## src/rtl/mouse_click_filter_pkg.sv

```systemverilog
// Shared constants and click FSM state encoding for mouse_click_filter.
// The LOCKOUT encoding exists only when MOUSE_CLICK_LOCKOUT_EN is defined.
package mouse_click_filter_pkg;

   localparam int MOUSE_POS_SIZE        = 12;
   localparam int MOUSE_DEBOUNCE_CYCLES = 65000;
   localparam int MOUSE_LOCKOUT_CYCLES  = 6500000;
   localparam int MOUSE_CNT_WIDTH       = 17;

   typedef enum logic [2:0] {
      CLICK_ST_INIT        = 3'd0,
      CLICK_ST_RELEASED    = 3'd1,
      CLICK_ST_PRESS_DEB   = 3'd2,
      CLICK_ST_PRESSED     = 3'd3,
`ifdef MOUSE_CLICK_LOCKOUT_EN
      CLICK_ST_LOCKOUT     = 3'd5,
`endif
      CLICK_ST_RELEASE_DEB = 3'd4
   } click_state_e;

   function automatic logic click_state_is_held(click_state_e s);
      return (s == CLICK_ST_PRESSED) || (s == CLICK_ST_RELEASE_DEB);
   endfunction

endpackage

```

## src/rtl/mouse_click_filter_if.sv

```systemverilog
// Mouse-to-consumer signal bundle for mouse_click_filter.
// No valid/ready here: click is a one-cycle event, click_xpos/ypos qualify it and hold until the next press starts.
interface mouse_click_filter_if;
   import mouse_click_filter_pkg::*;

   logic                      enable;
   logic                      mouse_left;
   logic [MOUSE_POS_SIZE-1:0] mouse_xpos;
   logic [MOUSE_POS_SIZE-1:0] mouse_ypos;
   logic                      click;
   logic [MOUSE_POS_SIZE-1:0] click_xpos;
   logic [MOUSE_POS_SIZE-1:0] click_ypos;
   logic                      held;

   modport master (
      output enable, mouse_left, mouse_xpos, mouse_ypos,
      input  click, click_xpos, click_ypos, held
   );

   modport slave (
      input  enable, mouse_left, mouse_xpos, mouse_ypos,
      output click, click_xpos, click_ypos, held
   );

endinterface

```

## src/rtl/mouse_click_filter_sync_2ff.sv

```systemverilog
// Two-flop synchroniser with asynchronous active-low reset.
module sync_2ff #(
   parameter int WIDTH = 1
) (
   input  logic             clk,
   input  logic             rst,
   input  logic [WIDTH-1:0] d_i,
   output logic [WIDTH-1:0] q_o
);

   logic [WIDTH-1:0] meta_q;
   logic [WIDTH-1:0] sync_q;

   always_ff @(posedge clk or negedge rst) begin
      if (!rst) begin
         meta_q <= '0;
         sync_q <= '0;
      end else begin
         meta_q <= d_i;
         sync_q <= meta_q;
      end
   end

   assign q_o = sync_q;

endmodule

```

## src/rtl/mouse_click_filter.sv

```systemverilog
// Debounces the raw left button into one click pulse per press and latches the press-start cursor position.
// Optional post-click dead time is enabled with `define MOUSE_CLICK_LOCKOUT_EN.
module mouse_click_filter
   import mouse_click_filter_pkg::*;
#(
   parameter int DEBOUNCE_CYCLES = MOUSE_DEBOUNCE_CYCLES,
   parameter int CNT_WIDTH       = MOUSE_CNT_WIDTH,
   parameter int LOCKOUT_CYCLES  = MOUSE_LOCKOUT_CYCLES
) (
   input  logic                 clk,
   input  logic                 rst,
   mouse_click_filter_if.slave  bus,
   output click_state_e         dbg_state_o
);

   localparam logic [CNT_WIDTH-1:0] DEB_LAST = CNT_WIDTH'(DEBOUNCE_CYCLES - 1);
`ifdef MOUSE_CLICK_LOCKOUT_EN
   localparam logic [CNT_WIDTH-1:0] LOCK_LAST = CNT_WIDTH'(LOCKOUT_CYCLES - 1);
`else
   localparam int lockout_cycles_unused = LOCKOUT_CYCLES;
`endif

   click_state_e              state_q, state_d;
   logic [CNT_WIDTH-1:0]      cnt_q, cnt_d;
   logic                      click_q, click_d;
   logic [MOUSE_POS_SIZE-1:0] xpos_q, xpos_d;
   logic [MOUSE_POS_SIZE-1:0] ypos_q, ypos_d;
   logic                      left_s;

   sync_2ff #(.WIDTH(1)) u_sync (
      .clk (clk),
      .rst (rst),
      .d_i (bus.mouse_left),
      .q_o (left_s)
   );

   always_ff @(posedge clk or negedge rst) begin
      if (!rst) begin
         state_q <= CLICK_ST_INIT;
         cnt_q   <= '0;
         click_q <= 1'b0;
         xpos_q  <= '0;
         ypos_q  <= '0;
      end else begin
         state_q <= state_d;
         cnt_q   <= cnt_d;
         click_q <= click_d;
         xpos_q  <= xpos_d;
         ypos_q  <= ypos_d;
      end
   end

   always_comb begin
      state_d = state_q;
      cnt_d   = cnt_q;
      click_d = 1'b0;
      xpos_d  = xpos_q;
      ypos_d  = ypos_q;
      case (state_q)
         // Button must read released for a full debounce window before arming.
         CLICK_ST_INIT: begin
            if (left_s) begin
               cnt_d = '0;
            end else if (cnt_q == DEB_LAST) begin
               state_d = CLICK_ST_RELEASED;
               cnt_d   = '0;
            end else begin
               cnt_d = cnt_q + CNT_WIDTH'(1);
            end
         end
         CLICK_ST_RELEASED: begin
            if (left_s) begin
               state_d = CLICK_ST_PRESS_DEB;
               cnt_d   = '0;
               xpos_d  = bus.mouse_xpos;
               ypos_d  = bus.mouse_ypos;
            end
         end
         CLICK_ST_PRESS_DEB: begin
            if (!left_s) begin
               state_d = CLICK_ST_RELEASED;
            end else if (cnt_q == DEB_LAST) begin
               state_d = CLICK_ST_PRESSED;
               click_d = bus.enable;
            end else begin
               cnt_d = cnt_q + CNT_WIDTH'(1);
            end
         end
         CLICK_ST_PRESSED: begin
            if (!left_s) begin
               state_d = CLICK_ST_RELEASE_DEB;
               cnt_d   = '0;
            end
         end
         CLICK_ST_RELEASE_DEB: begin
            if (left_s) begin
               state_d = CLICK_ST_PRESSED;
            end else if (cnt_q == DEB_LAST) begin
`ifdef MOUSE_CLICK_LOCKOUT_EN
               state_d = CLICK_ST_LOCKOUT;
               cnt_d   = '0;
`else
               state_d = CLICK_ST_RELEASED;
`endif
            end else begin
               cnt_d = cnt_q + CNT_WIDTH'(1);
            end
         end
`ifdef MOUSE_CLICK_LOCKOUT_EN
         // A button still down at expiry must go through a full debounced release again.
         CLICK_ST_LOCKOUT: begin
            if (cnt_q == LOCK_LAST) begin
               state_d = left_s ? CLICK_ST_INIT : CLICK_ST_RELEASED;
               cnt_d   = '0;
            end else begin
               cnt_d = cnt_q + CNT_WIDTH'(1);
            end
         end
`endif
         default: begin
            state_d = CLICK_ST_INIT;
            cnt_d   = '0;
         end
      endcase
   end

   assign bus.click      = click_q;
   assign bus.click_xpos = xpos_q;
   assign bus.click_ypos = ypos_q;
   assign bus.held       = click_state_is_held(state_q);
   assign dbg_state_o    = state_q;

endmodule

```

## src/flat_wrapper.sv

```systemverilog
// flat-port wrapper written by rule: the top's interface ports become plain ports
module mouse_click_filter_flat import mouse_click_filter_pkg::*;
#(
   parameter int DEBOUNCE_CYCLES = MOUSE_DEBOUNCE_CYCLES,
   parameter int CNT_WIDTH       = MOUSE_CNT_WIDTH,
   parameter int LOCKOUT_CYCLES  = MOUSE_LOCKOUT_CYCLES
)
  (clk, rst, dbg_state_o, bus_enable, bus_mouse_left, bus_mouse_xpos, bus_mouse_ypos, bus_click, bus_click_xpos, bus_click_ypos, bus_held);
  mouse_click_filter_if bus_i ();
  input  logic clk;
  input  logic rst;
  output click_state_e dbg_state_o;
  input wire logic [$bits(bus_i.enable)-1:0] bus_enable;
  input wire logic [$bits(bus_i.mouse_left)-1:0] bus_mouse_left;
  input wire logic [$bits(bus_i.mouse_xpos)-1:0] bus_mouse_xpos;
  input wire logic [$bits(bus_i.mouse_ypos)-1:0] bus_mouse_ypos;
  output wire logic [$bits(bus_i.click)-1:0] bus_click;
  output wire logic [$bits(bus_i.click_xpos)-1:0] bus_click_xpos;
  output wire logic [$bits(bus_i.click_ypos)-1:0] bus_click_ypos;
  output wire logic [$bits(bus_i.held)-1:0] bus_held;
  assign bus_i.enable = bus_enable;
  assign bus_i.mouse_left = bus_mouse_left;
  assign bus_i.mouse_xpos = bus_mouse_xpos;
  assign bus_i.mouse_ypos = bus_mouse_ypos;
  assign bus_click = bus_i.click;
  assign bus_click_xpos = bus_i.click_xpos;
  assign bus_click_ypos = bus_i.click_ypos;
  assign bus_held = bus_i.held;
  mouse_click_filter #(.DEBOUNCE_CYCLES(DEBOUNCE_CYCLES), .CNT_WIDTH(CNT_WIDTH), .LOCKOUT_CYCLES(LOCKOUT_CYCLES)) u_core (.clk(clk), .rst(rst), .bus(bus_i), .dbg_state_o(dbg_state_o));
endmodule
```

## config.mk

```make
export PLATFORM = sky130hd
export DESIGN_NAME = mouse_click_filter_flat
export DESIGN_NICKNAME = d
export VERILOG_FILES = /design/src/rtl/mouse_click_filter_pkg.sv /design/src/rtl/mouse_click_filter_if.sv /design/src/rtl/mouse_click_filter_sync_2ff.sv /design/src/rtl/mouse_click_filter.sv /design/src/flat_wrapper.sv
export SDC_FILE = /design/constraint.sdc
export NUM_CORES = 1
export LEC_CHECK = 0
export BUFFER_PORTS_ARGS = -buffer_cell sky130_fd_sc_hd__buf_2
export CAP_MARGIN = 20
export CELL_PAD_IN_SITES_DETAIL_PLACEMENT = 1
export CELL_PAD_IN_SITES_GLOBAL_PLACEMENT = 2
export CORE_MARGIN = 2
export CORE_UTILIZATION = 30
export CTS_BUF_LIST = sky130_fd_sc_hd__clkbuf_8
export CTS_CLUSTER_DIAMETER = 60
export CTS_CLUSTER_SIZE = 24
export DETAILED_ROUTE_END_ITERATION = 10
export HOLD_SLACK_MARGIN = 0.15
export PLACE_DENSITY_LB_ADDON = 0.1
export RECOVER_POWER = 50
export SLEW_MARGIN = 20
export SYNTH_ARGS = -nofsm -noshare
export SYNTH_HDL_FRONTEND = slang
export SYNTH_SLANG_ARGS = --single-unit
```

## constraint.sdc

```tcl
create_clock -name clk -period 1.85 [get_ports clk]
set_input_delay 0.2775 -clock clk [delete_from_list [all_inputs] [get_ports clk]]
set_output_delay 0.2775 -clock clk [all_outputs]
set_load 0.005 [all_outputs]
```

==> results of run 1 <==
-- sequential cells by signal, indices dropped and copies added (netlist names) --
register               cells
u_core.bus.click_ypos     12
u_core.u_sync.meta_q       1
u_core.dbg_state_o         3
u_core.bus.click           1
u_core.cnt_q              17
u_core.bus.click_xpos     12
u_core.u_sync.q_o          1
-- placed cells by master (no fill, tap or decap), types with 3 or more instances in the layout --
| cell | n |
|---|---|
| nor3_1 | 3 |
| buf_12 | 3 |
| nand2b_1 | 7 |
| dfrtp_2 | 4 |
| nand2_1 | 15 |
| a21boi_1 | 7 |
| nand4_1 | 4 |
| buf_2 | 55 |
| dfrtp_1 | 43 |
| buf_6 | 3 |
| nor4_1 | 3 |
| nand3_1 | 4 |
| buf_4 | 40 |
| mux2i_1 | 5 |
| mux2_2 | 24 |
| inv_1 | 3 |
| nor2_1 | 6 |
| or4_1 | 6 |
| o21ai_0 | 5 |
| a21oi_1 | 3 |
| o31ai_1 | 8 |
| clkbuf_8 | 5 |
-- area by class of cell --
type | instances | area, um^2 | share of cell area (%)
multi-input cells | 150 | 1260 | 37.0
flip-flops and latches | 47 | 1180 | 34.6
repair buffers | 107 | 748 | 21.9
well taps | 102 | 128 | 3.74
clock buffers | 5 | 68.8 | 2.01
clock inverters | 3 | 20.0 | 0.586
inverters | 2 | 7.51 | 0.220
-- worst min-delay path by stage --
stage / to / from / depth (start not counted)
final: u_core.bus.click_xpos[5] / bus_mouse_xpos[5] / 2
after global routing: u_core.bus.click_ypos[0] / bus_mouse_ypos[0] / 2
after CTS: u_core.bus.click_xpos[5] / bus_mouse_xpos[5] / 2
after detailed placement: u_core.dbg_state_o[2] / rst / 2
after global placement: u_core.dbg_state_o[2] / rst / 2
after floorplan: u_core.bus.click / rst / 0
-- through the flow --
step | utilization [%] | instance area, um^2
global route | 44.2 | 3420
floorplan | - | 2380
global placement | 39.0 | 3010
CTS | 41.3 | 3190
detailed placement | 39.0 | 3010
finish | 44.2 | 3420
-- logic make-up (layout without fill, tap and decap cells) --
| family | after synthesis | in the layout | synth area share, % |
|---|---|---|---|
| buf+inv | 14 | 117 | 3.99 |
| compound gates | 40 | 42 | 13.9 |
| simple gates | 78 | 78 | 18.8 |
| fa+ha+maj | 1 | 1 | 0.525 |
| flops | 47 | 47 | 49.3 |
| mux | 29 | 29 | 13.4 |
-- synthesized netlist by cell type (5+ instances only) --
library cell	number
buf_2	7
mux2i_1	5
nor2_1	8
nor3_1	6
mux2_2	24
a21boi_1	8
nand2_1	17
o31ai_1	8
or4_1	8
nand3_1	5
o21ai_0	5
dfrtp_1	47
nand2b_1	9
-- worst reg2reg max path: cells and delay by family, from the launching register on --
family                 cells  cell delay, ns
AND/OR/NAND/NOR            2            0.72
AO/OA/AOI/OAI              3            0.47
buffers and inverters      1            0.18
flip-flops                 1            0.43
-- routing by layer --
metal / part of all wire (%) / up-vias
met5: 0 / -
met4: 1.2 / 0
met3: 4.9 / 7
met2: 49 / 46
met1: 45 / 1054
li1: - / 1000
-- power by group --
group	leakage, nW	switching [mW]	internal (mW)
Sequential	0.644	0.00779	1.03
Clock	0.0460	0.387	0.267
Combinational	0.999	0.0572	0.0573
-- timing repair --
action                                  4_1_cts  5_1_grt
gates cloned                                  2        2
setup buffers                                 4       10
resized for setup                             5       29
endpoints found under the hold margin        48        0
pin swaps                                     2       12
hold buffers                                  2        0
endpoints found under the setup margin        9       15
==> run summary, run 1 <==
PortBufs: 56
CTS tree: built
leak pwr: 1.69 nW
Async SR Flop Fraction: 100%
Slew Viols, Final: 0
startpoint types: flip-flop
Core Area: 0.00773 mm^2
GRT Total Usage: 16.1%
Pre-antenna DRT Iters: 4
Slew Limit Headroom: 18.9%
Max IR drop VDD: 0.000251 V
width of the die: 93.1 um
slowest stage delay, CP: 0.53 ns
met1 global-route usage: 20.0%
delay-heaviest family, CP: simple AND/OR/NAND/NOR gates
crit path kind: flip-flop to flip-flop
H-tree depth: 2
Buffers & Inverters on Critical Path: 1
library cells used by synthesis: 44
post-synthesis register bit count: 47
vias in the first global route: 2208
post-DR wirelength/cell: 16.5 um
Post-Synthesis Cells: 209
setup ws final: -0.0101 ns
Worst Hold Class: input port to flip-flop
Critical Path RT: 2.10 ns
Avg Vias per Cell: 5.06
TNS Setup: -0.0168 ns
row count: 32
Post-Layout Cell Count: 416
Avg Synthesized Cell Area: 11.4 um^2
PwrDens: 530 mW/mm^2
Critical R2R Launch: u_core.dbg_state_o[0]
status: complete, but fails checks
post-route minimum period: 1.86 ns
Seq/Total Area, Yosys: 49.3%
drt drc: 0
Synth area leaders: dfrtp_1 49%, mux2_2 11%, nand2_1 2.7%
Final setup viols: 2
total CTS buffers: 5
final hold vios: 0
worst setup path end: u_core.cnt_q[11]
RSZ-0062 raised after global routing: true
Ys Warns: 0
antenna cells: 0
final WL: 6870 um
Worst-Skew Late Latency: 0.31 ns
final worst-path cycle share: 101%
remaining antenna violation count: 0
DP Worst Slack: -0.0637 ns
dominant cell type by area after synthesis: dfrtp_1
fin nets: 342
crit-path cells: nor4b_2 -> a21oi_4 -> o221ai_4 -> buf_12 -> or4_4 -> a21boi_2
crit end category: flip-flop
r2r setup slk: -0.01 ns
Layout fillers: 879
initial antenna violation count: 0
crit path DAT: 2.11 ns
routed via count: 2107
height of the die: 93.1 um
layout cells sized above 1: 53.8%
initial detailed-routing violation count: 69
Worst Hold Margin: 0.191 ns
Area Growth Syn to Fin: 43.3%
Sink Count: 47
io pins: 57
most used routing layer: met2
total global routing overflow: 0
Worst Clk Skew: 0.00487 ns
top_reg_cell synth: dfrtp_1
Setup crit start: u_core.dbg_state_o[0]
DP HPWL: 4330 um
actual slew at the worst max-slew pin: 1.22 ns
reg2reg end: u_core.cnt_q[11]
post-synthesis instance area: 0.00238 mm^2
Overall Power: 1.81 mW
Worst-path clk slew: 0.10 ns
Clock Path Buffers: 2
failing checks: negative setup slack
Critical Path Slowest Stage Cell: or4_4
pin count of the biggest net entering global routing: 48
area share of the largest cell type after synthesis: 49.3%
global-route wire length before repair: 10900 um
Placed Cells: 389
MaxCap Viol Count: 0
area of the die: 0.00867 mm^2
net count after synthesis: 238
Max FO, Critical Path: 7
Worst R2R Path Depth: 6
GR Layer Usage met2: 27.2%
grt met3 use: 4.43%
Initial Util: 30.8%
EDFF count, synth: 0
Final GP Congestion: 0.707
Crit path depth: 6
CTS Root Cell: clkbuf_8
Max Clk Rate: 538 MHz
(Power assumes the default switching activity.)
==> run 2, diff against run 1 <==
--- a/config.mk
+++ b/config.mk
@@ -5,16 +5,16 @@
 export SDC_FILE = /design/constraint.sdc
 export NUM_CORES = 1
 export LEC_CHECK = 0
-export BUFFER_PORTS_ARGS = -buffer_cell sky130_fd_sc_hd__buf_2
 export CAP_MARGIN = 20
 export CELL_PAD_IN_SITES_DETAIL_PLACEMENT = 1
 export CELL_PAD_IN_SITES_GLOBAL_PLACEMENT = 2
 export CORE_MARGIN = 2
-export CORE_UTILIZATION = 30
+export CORE_UTILIZATION = 38
 export CTS_BUF_LIST = sky130_fd_sc_hd__clkbuf_8
 export CTS_CLUSTER_DIAMETER = 60
 export CTS_CLUSTER_SIZE = 24
 export DETAILED_ROUTE_END_ITERATION = 10
+export DONT_BUFFER_PORTS = 1
 export HOLD_SLACK_MARGIN = 0.15
 export PLACE_DENSITY_LB_ADDON = 0.1
 export RECOVER_POWER = 50
==> run 2 against run 1 <==
The flow still finishes with violations (negative setup slack). First-iteration DRC count is 2.9% lower. Final area is 3.7% lower. Register-to-register slack hardly changed. Highest routed layer unchanged.
==> run summary, run 2 (synthesis gave the netlist of run 1 again) <==
Placed Cells: 306 (-21%)
status: complete, but fails checks
width of the die: 83.2 um (-11%)
final worst-path cycle share: 101% (+0.81 points)
Critical Path RT: 2.07 ns (-0.03 ns)
layout cells sized above 1: 40.6% (-13 points)
Critical R2R Launch: u_core.dbg_state_o[1]
io pins: 57 (unchanged)
height of the die: 83.2 um (-11%)
crit path kind: flip-flop to flip-flop
Max Clk Rate: 533 MHz (-0.80%)
total CTS buffers: 5 (unchanged)
failing checks: negative setup slack
Sequential Power Share: 58.6% (+1.0 points)
Largest register FFs: 17 (unchanged)
Overall Power: 1.78 mW (-1.8%)
crit end category: flip-flop
Slew Limit Headroom: 22.0% (+3.0 points)
actual slew at the worst max-slew pin: 1.17 ns (-0.0454 ns)
reg2reg end: u_core.cnt_q[12]
remaining antenna violation count: 0 (unchanged)
DP Worst Slack: -0.0558 ns (+0.00790 ns)
Worst Hold Class: flip-flop to flip-flop
r2r setup slk: -0.03 ns (about the same)
area of the die: 0.00692 mm^2 (-20%)
global-route wire length before repair: 10900 um (+0.31%)
Pint: 1.37 mW (+1.1%)
row count: 28 (-13%)
total global routing overflow: 0 (unchanged)
fraction of power consumed by combinational cells: 7.7% (+1.4 points)
startpoint types: flip-flop
Worst-Skew Late Latency: 0.30 ns (about the same)
drt drc: 0 (unchanged)
leak pwr: 1.48 nW (-12%)
H-tree depth: 2 (unchanged)
Top reg by flops: u_core.cnt_q
Worst Clk Skew: 0.00591 ns (+0.00104 ns)
CTS Root Cell: clkbuf_8
antenna cells: 0 (unchanged)
Slew Viols, Final: 0 (unchanged)
MaxCap Viol Count: 0 (unchanged)
Final Core Density: 54.9% (+11 points)
PwrDens: 540 mW/mm^2 (+2.0%)
PortBufs: 0 (-100%)
Initial Util: 39.8% (+8.9 points)
post-route minimum period: 1.88 ns (+0.0150 ns)
hold path endpoint: u_core.u_sync.q_o
initial antenna violation count: 0 (unchanged)
fin nets: 304 (-11%)
pin count of the biggest net entering global routing: 48 (unchanged)
Final GP Congestion: 0.791 (+12%)
Final setup viols: 3 (+1)
Clock Path Buffers: 2 (unchanged)
final hold vios: 0 (unchanged)
HP Start: u_core.u_sync.meta_q
Avg Vias per Cell: 5.66 (+12%)
Area Growth Syn to Fin: 38.0%
setup ws final: -0.0251 ns (-0.0150 ns)
Max FO, Critical Path: 8 (+1)
Core Area: 0.00599 mm^2 (-22%)
most frequent cells in the layout: 43 x dfrtp_1, 32 x buf_4, 27 x dlygate4sd3_1
Post-Layout Cell Count: 351 (-16%)
Pre-antenna DRT Iters: 4 (unchanged)
clock group share of total power: 33.7% (-2.4 points)
Worst-path clk slew: 0.08 ns (-0.02 ns)
Max IR drop VDD: 0.000343 V (+37%)
Worst Hold Margin: 0.364 ns (+0.173 ns)
post-DR wirelength/cell: 19.1 um (+16%)
DP HPWL: 4130 um (-4.8%)
Sink Count: 47 (unchanged)
final WL: 6710 um (-2.3%)
RSZ-0062 raised after global routing: true
NetSw: 0.405 mW (-10%)
vias in the first global route: 2263 (+2.5%)
Worst R2R Path Depth: 7 (+1)
GRT Total Usage: 19.4% (+3.3 points)
routed via count: 1987 (-5.7%)
commonest non-fill, non-tap cell in the layout: dfrtp_1
CTS tree: built
Cells on Worst Hold Path: 0 (-2)
crit path DAT: 2.09 ns (-0.02 ns)
switching portion of total power: 22.8% (-2.2 points)
initial detailed-routing violation count: 67 (-2.9%)
## run 2: cell count changes in the layout (fill, tap and decap cells not counted), moves of 3 or more
cell,delta
a21boi_2,+4
a21boi_1,-4
or4_4,+4
or4_1,-4
buf_2,-55
buf_4,-8
dlygate4sd3_1,+25
nor2_2,+3
## run 2: area by class of cell
class                      count  area, um^2
fill                         606        2700
multi-input combinational    150        1240
sequential                    47        1180
timing repair buffer          69         679
tap                           75        93.8
clock buffer                   5        68.8
clock inverter                 3        16.3
inverter                       2        7.51
## run 2: worst max-delay path by stage
stage | startpoint | endpoint | slack [ns]
after floorplan | u_core.cnt_q[0] | u_core.cnt_q[6] | 0.003
after global placement | u_core.cnt_q[0] | u_core.cnt_q[14] | 0.01
after detailed placement | u_core.cnt_q[0] | u_core.cnt_q[13] | -0.06
after CTS | u_core.dbg_state_o[1] | u_core.cnt_q[13] | -0.03
after global routing | u_core.dbg_state_o[1] | u_core.cnt_q[7] | -0.12
final | u_core.dbg_state_o[1] | u_core.cnt_q[12] | -0.03
## run 2: per-layer routing
layer | vias up | track usage (%) | wire (um)
met2 | 42 | 35.6 | 3440
met5 | - | 0 | 0
met3 | 9 | 4.87 | 306
met4 | 0 | 5.66 | 113
li1 | 921 | - | -
met1 | 1015 | 22.1 | 2850
## run 2: repair_timing
action,4_1_cts,5_1_grt
endpoints found under the setup margin,7,16
resized for setup,5,28
pin swaps,3,3
buffers inserted,2,3
hold buffers,28,0
endpoints found under the hold margin,73,0
gates cloned,2,2
## run 2: power groups by stage
stage | logic [mW] | clock network [mW] | registers, mW
4_1_cts | 0.126 | 0.625 | 1.04
6_report | 0.138 | 0.599 | 1.04
3_5_place_dp | 0.0543 | 0 | 1.06
5_1_grt | 0.150 | 0.662 | 1.04
2_1_floorplan | 0.0331 | 0 | 1.06
3_3_place_gp | 0.0514 | 0 | 1.06
## run 2: critical path: stages, from the launching register on
cell	delay, ns
dfrtp_2	0.46
nor2b_4	0.15
buf_6	0.12
a221o_1	0.37
a31oi_4	0.30
clkbuf_16	0.22
nand2_1	0.05
mux2i_1	0.13
## run 2: per-stage QoR
stage / setup TNS, ns / area, um^2
global route: -1.15 / 3290
finish: -0.0469 / 3290
global placement: 0 / 2690
floorplan: 0 / 2380
detailed placement: -0.289 / 2690
CTS: -0.0835 / 3120
